===== config.mk =====
export PLATFORM = sky130hd
export DESIGN_NAME = board_shuffler
export DESIGN_NICKNAME = d
export VERILOG_FILES = /design/src/rtl/board_shuffler.sv
export SDC_FILE = /design/constraint.sdc
export NUM_CORES = 1
export LEC_CHECK = 0
export BUFFER_PORTS_ARGS = -buffer_cell sky130_fd_sc_hd__buf_2
export CORE_UTILIZATION = 26
export CTS_CLUSTER_DIAMETER = 120
export DETAILED_ROUTE_END_ITERATION = 6
export SETUP_SLACK_MARGIN = 0.05
export SLEW_MARGIN = 20
export SYNTH_ARGS = -nofsm -noshare
export SYNTH_HDL_FRONTEND = slang
export SYNTH_SLANG_ARGS = --single-unit

===== constraint.sdc =====
create_clock -name clk -period 3.2 [get_ports clk]
set_clock_uncertainty 0.2 [all_clocks]
set_input_delay 0.8 -clock clk [delete_from_list [all_inputs] [get_ports clk]]
set_output_delay 0.8 -clock clk [all_outputs]
set_load 0.01 [all_outputs]

===== src/rtl/board_shuffler.sv =====
// Memory-game board builder: 8 pair values shuffled into a 4x4 board by an
// iterative Fisher-Yates walk driven by a free-running 16-bit LFSR.
module board_shuffler #(
    parameter logic [15:0] SEED      = 16'hACE1,
    parameter int unsigned MAX_TRIES = 8
) (
    input  logic        clk,
    input  logic        reset,
    input  logic        start,
    output logic        busy,
    output logic        done,
    output logic        valid,
    output logic [79:0] card_flat
);

    localparam logic [15:0] SEED_EFF = (SEED == 16'h0000) ? 16'h0001 : SEED;
    localparam logic [7:0]  LAST_TRY = 8'(MAX_TRIES - 1);

    localparam logic [1:0] S_IDLE   = 2'd0;
    localparam logic [1:0] S_INIT   = 2'd1;
    localparam logic [1:0] S_SWAP   = 2'd2;
    localparam logic [1:0] S_FINISH = 2'd3;

    function automatic logic [15:0][2:0] identity_board();
        logic [15:0][2:0] b;
        for (int k = 0; k < 16; k++) b[k] = 3'(k >> 1);
        return b;
    endfunction

    logic [1:0]        state_q, state_d;
    logic [15:0]       lfsr_q, lfsr_d;
    logic [3:0]        idx_q, idx_d;
    logic [7:0]        tries_q, tries_d;
    logic              valid_q, valid_d;
    logic [15:0][2:0]  board_q, board_d;
    logic [3:0]        draw;
    logic [3:0]        partner;
    logic              take;

    always_comb begin
        lfsr_d  = {lfsr_q[14:0], lfsr_q[15] ^ lfsr_q[13] ^ lfsr_q[12] ^ lfsr_q[10]};
        state_d = state_q;
        idx_d   = idx_q;
        tries_d = tries_q;
        valid_d = valid_q;
        board_d = board_q;
        draw    = lfsr_q[3:0];
        take    = (draw <= idx_q) || (tries_q == LAST_TRY);
        // Out-of-range draws fall back to slot 0 once the retry budget is spent.
        partner = (draw <= idx_q) ? draw : 4'd0;

        case (state_q)
            S_IDLE: begin
                if (start) begin
                    state_d = S_INIT;
                    valid_d = 1'b0;
                end
            end
            S_INIT: begin
                board_d = identity_board();
                idx_d   = 4'd15;
                tries_d = 8'd0;
                state_d = S_SWAP;
            end
            S_SWAP: begin
                if (take) begin
                    board_d[idx_q]   = board_q[partner];
                    board_d[partner] = board_q[idx_q];
                    tries_d          = 8'd0;
                    idx_d            = idx_q - 4'd1;
                    if (idx_q == 4'd1) begin
                        state_d = S_FINISH;
                        valid_d = 1'b1;
                    end
                end else begin
                    tries_d = tries_q + 8'd1;
                end
            end
            default: state_d = S_IDLE;
        endcase
    end

    always_ff @(posedge clk) begin
        if (!reset) begin
            state_q <= S_IDLE;
            lfsr_q  <= SEED_EFF;
            idx_q   <= 4'd0;
            tries_q <= 8'd0;
            valid_q <= 1'b0;
            board_q <= identity_board();
        end else begin
            state_q <= state_d;
            lfsr_q  <= lfsr_d;
            idx_q   <= idx_d;
            tries_q <= tries_d;
            valid_q <= valid_d;
            board_q <= board_d;
        end
    end

    assign busy  = (state_q == S_INIT) || (state_q == S_SWAP);
    assign done  = (state_q == S_FINISH);
    assign valid = valid_q;

    for (genvar k = 0; k < 16; k++) begin : g_flat
        assign card_flat[k*5 +: 5] = {2'b00, board_q[k]};
    end

endmodule


Yosys cells after proc, flatten, opt, wreduce, memory -nomap -nowiden
Cells that the tools add are included.
{"block": "totals", "regBits": 79, "input_bits": 3, "output_inout_bits": 83}
{"block": "op_classes", "n_addsub": 2, "n_lt_le_gt_ge": 5, "n_eq_ne": 8, "muxes": 25, "n_bitwise": 3, "n_reduce_logical": 10}
{"op": "$bwmux W48", "count": 2}
{"op": "$pmux W48 S2", "count": 1}
{"op": "$mux W48", "count": 1}
{"op": "$bmux W3 S4", "count": 2}
{"op": "$demux W3 S4", "count": 2}
{"op": "$pmux W8 S2", "count": 1}
{"op": "$mux W3", "count": 4}
{"op": "$lt A4 B5 Y1 const B", "count": 2}
{"op": "$add A8 B1 Y8 const B", "count": 1}
{"op": "$eq A8 B3 Y1 const B", "count": 1}
{"op": "$ge A4 B1 Y1 const B", "count": 2}
{"op": "$mux W4", "count": 2}
{"op": "$mux W8", "count": 1}
{"op": "$pmux W4 S2", "count": 1}
{"op": "$mux W2", "count": 3}
{"op": "$ne A2 B2 Y1 const B", "count": 3}
{"op": "$pmux W2 S3", "count": 1}
{"op": "$eq A2 B2 Y1 const B", "count": 2}
{"op": "$eq A4 B1 Y1 const B", "count": 1}
{"op": "$le A4 B4 Y1", "count": 1}
{"op": "$reduce_and A4 Y1", "count": 1}
{"op": "$reduce_bool A2 Y1", "count": 2}
{"op": "$sub A4 B1 Y4 const B", "count": 1}
{"op": "$mux W1", "count": 3}
{"op": "8 further kinds", "count": 12}

Depth between registers and ports, before layout
{"block": "depth", "ltp_word": 9, "ltp_mapped": 11, "depth_no_buf": 8}

Worst setup path after synthesis
Ideal clock, no wire load.
{"block": "synth_timing", "path_type": "register to register", "startpoint": "register idx_q[1]", "endpoint": "register board_q, in the netlist card_flat[65]", "t_arrival_ps": 2583, "setup_slack_ps": 279, "stages_incl_launch_ff": 12, "n_path_buf": 3, "synth_period_minus_slack_ps": 2921, "path_cell_list": "dfxtp_1 buf_2 buf_2 inv_1 ha_1 nor2b_1 o211a_2 buf_2 o21ai_2 nand2_1 o311ai_0 o22ai_1"}
{"block": "synth_via", "elab_chain_len": 9}
{"item": "start, declared", "line_no": "32", "text": "logic [3:0] idx_q, idx_d;"}
{"item": "start signal, assigned", "line_no": "94", "text": "idx_q <= idx_d;"}
{"item": "$le A4 B4 Y1", "line_no": "48, 50"}
{"item": "$mux W4", "line_no": "50", "text": "partner = (draw <= idx_q) ? draw : 4'd0;"}
{"item": "$lt A4 B5 Y1 (implied by the code) or $ge A4 B1 Y1 (tied branches)", "line_no": "68", "text": "board_d[partner] = board_q[idx_q];"}
{"item": "$logic_and A1 B1 Y1 (implied by the code)", "line_no": "68"}
{"item": "$mux W3 (implied by the code)", "line_no": "68"}
{"item": "$demux W3 S4", "line_no": "68"}
{"item": "$bwmux W48", "line_no": "68"}
{"item": "$mux W48", "line_no": "66", "text": "if (take) begin"}
{"item": "$pmux W48 S2", "line_no": "52", "text": "case (state_q)"}
{"item": "end signal, assigned", "line_no": "90", "text": "board_q <= identity_board();"}
{"item": "end signal, assigned", "line_no": "97", "text": "board_q <= board_d;"}
{"item": "end, declared", "line_no": "35", "text": "logic [15:0][2:0] board_q, board_d;"}
Parallel ways exist; a longest one is shown, timed or not. The select of a mux whose other input is x is not followed.
A chain may end at the register's enable or synchronous reset.

Worst setup path in the final report
{"block": "layout_timing", "startpoint": "register idx_q[1]", "endpoint": "register board_q, in the netlist card_flat[25]"}
The elaborated chain is that of the path after synthesis.

==> reports/qor.csv <==
metric,value,unit
status,"finished, final reports clean",
post-synth cell types,69,
DR iter-0 viols,656,
Setup Total Neg Slack,0,ns
final hold vios,0,
Worst Hold Class,flop to flop,
initial antenna violation count,0,
R2R Path End,card_flat[25]$_SDFFE_PN0P_,
Worst Path Arrival,3.05,ns
number of buffers on the longest clock path,2,
"CTS clk-pin slew, worst paths",0.07,ns
top post-synthesis cells by area,"dfxtp_1, mux4_2, buf_4, nand3_1, nor3_1",
Worst Hold End,lfsr_q[15]$_SDFF_PN1_,
Multi-input gate area,0.003348,sq mm
DRC Markers,0,
syn avg cell area,8.554,sq um
Commonest cells post-synth,"dfxtp_1, nand3_1, nor2_1, nand2_1, nor3_1",
Syn Inst Count,629,
CP startpoint kind,flop,
Filler Cell Count,2131,
"antenna viol nets, final",0,
H-tree depth,3,
Final Util,30.94,%
nets,705,
CTS Hold Bufs,0,
Tmin final,3.046,ns
Reg2Reg Depth,9,
CTS tree,yes,
fin crit share,95.19,%
final setup vio count,0,
RePlAce Congestion,0.9824,
Die ar.,0.02127,sq mm
first-pass iteration count of the detailed router,7,
Worst Hold Depth,1,
Site Rows,52,
post-CTS setup buffers,0,
Layout Cells excl Fill,963,
hold path start,lfsr_q[14]$_SDFF_PN0_,
placed cells,947,
FF-to-FF Start,idx_q[1]$_SDFFE_PN0P_,
CTS Buf Count,9,
"FF+latch count, synth",79,
power per standard cell area,765.3,mW/mm^2
worst endpoint required time,3.20,ns
total track usage,19.24,%
FF/Latch Area,0.001582,sq mm
share of cells above drive strength 1,22.51,%
Vias/cell,5.642,
Wirelength per Cell,21.24,um
Post-synth EDFFs,0,
routed via count,5433,
most common cell in the synthesized netlist,dfxtp_1,
vias in the first global route,4987,
Peak Freq,328.3,MHz
die height,145.9,um
max-cap viol count,0,
Crit Path Class,flop to flop,
worst slew pin tran,0.9882,ns
leakage,0.002278,uW
clock sink count,79,
Max transition margin,33.88,%
Core ar.,0.02023,sq mm
Yosys top cell area share,29.40,%
n_diodes,0,
Worst setup EP type,flop,
Die Wd,145.9,um
first-pass GRT wire length,30770,um
largest net degree at the start of global routing,51,
GRT overflow,0,
Area Growth Syn to Fin,16.35,%
CP max FO,12,
Root Buffer,clkbuf_16,
Yosys top cell by area,dfxtp_1,
number of port buffers,53,
Syn. warnings,0,
Reg2Reg Setup Slack,0.15,ns
Worst VDD drop,297.1,uV
final wirelength,20450,um
setup repair after global routing missed its margin,no,
Starting Density,26.59,%
most common flop cell mapped by yosys,dfxtp_1,
IO Pins,86,
Post-Syn Area,0.005380,sq mm
Slew Limit Fails,0,
"FFs w/ async S/R, synth",0,%
Post-CTS Resized,0,
DP Wirelength,14780,um
sequential fraction of the synthesis area,29.40,%
worst-skew pair later-pin latency,0.36,ns
## worst max path at each step
stage,startpoint,to,slack [ns]
after floorplan,idx_q[1]$_SDFFE_PN0P_,card_flat[65]$_SDFFE_PN0P_,0.28
after global placement,tries_q[0]$_SDFFE_PN0P_,card_flat[66]$_SDFFE_PN1P_,0.32
after detailed placement,idx_q[1]$_SDFFE_PN0P_,card_flat[60]$_SDFFE_PN0P_,0.30
after CTS,idx_q[1]$_SDFFE_PN0P_,card_flat[25]$_SDFFE_PN0P_,0.26
after global routing,idx_q[1]$_SDFFE_PN0P_,card_flat[72]$_SDFFE_PN1P_,0.11
final,idx_q[1]$_SDFFE_PN0P_,card_flat[25]$_SDFFE_PN0P_,0.15
## logic make-up after synthesis
group                      Yosys count  share of synthesized area (%)
and+or+nand+nor                    220                          20.98
AOI/OAI and AO/OA                  173                          24.30
buffers and inverters              105                          10.53
DFF                                 79                          29.40
muxes                               29                          10.16
adders and majority gates           14                          3.256
xor gates and xnor gates             8                          1.302
other                                1                        0.06970
## state kept, by name, indices dropped and copies added, names as in the netlist
signal / count
card_flat: 48
idx_q: 4
lfsr_q: 16
state_q: 2
tries_q: 8
valid: 1
## stage by stage
step	total power, uW	setup slack [ns]	instance area, sq um	hold WS [ns]
CTS	4741	0.2575	6260	0.2114
floorplan	2771	0.2792	5497	0.1863
detailed placement	3672	0.2985	5964	0.1958
global placement	3672	0.3195	5964	0.1876
global route	5015	0.1140	6260	0.2368
finish	4790	0.1538	6260	0.2082
## worst max-delay path, stage by stage, from the launching register on
cell     delay (ns)
dfxtp_1        0.33
inv_1          0.09
ha_1           0.32
nor2b_1        0.21
o211a_2        0.41
o21ai_2        0.13
buf_4          0.17
and4_1         0.15
a31oi_1        0.67
o32ai_1        0.21
## metal layers
layer | wire, um | up-vias | track usage, %
li1 | - | 2450 | -
met2 | 8605 | 357 | 27.11
met1 | 9138 | 2579 | 27.26
met4 | 645 | 0 | 8.316
met3 | 2063 | 47 | 5.078
met5 | 0 | - | 0
## final cells by class
type                    count  area share [%]
clock buffers               9           3.598
inverters                  23           1.379
repair buffers             99           9.754
well taps                 270           5.397
clock inverters             7           1.119
multi-input cells         476           53.49
flip-flops and latches     79           25.26
## placed cells by master (no fill, tap or decap), types with 20 or more instances in the layout
master and n:
a21oi_1 25, a22oi_1 20, buf_2 53, buf_4 46
conb_1 32, dfxtp_1 79, inv_1 23, nand2_1 36
nand3_1 40, nor2_1 39, nor3_1 36
## power breakdown
group	internal [uW]	total, uW	leakage [uW]	switching [uW]
registers	1040	1090	0.000643	46.1
clock network	554	1050	0.000144	501
logic	852	2650	0.00149	1790
total	2450	4790	0.00228	2340
Note: power is estimated with default switching activity, not from simulation.
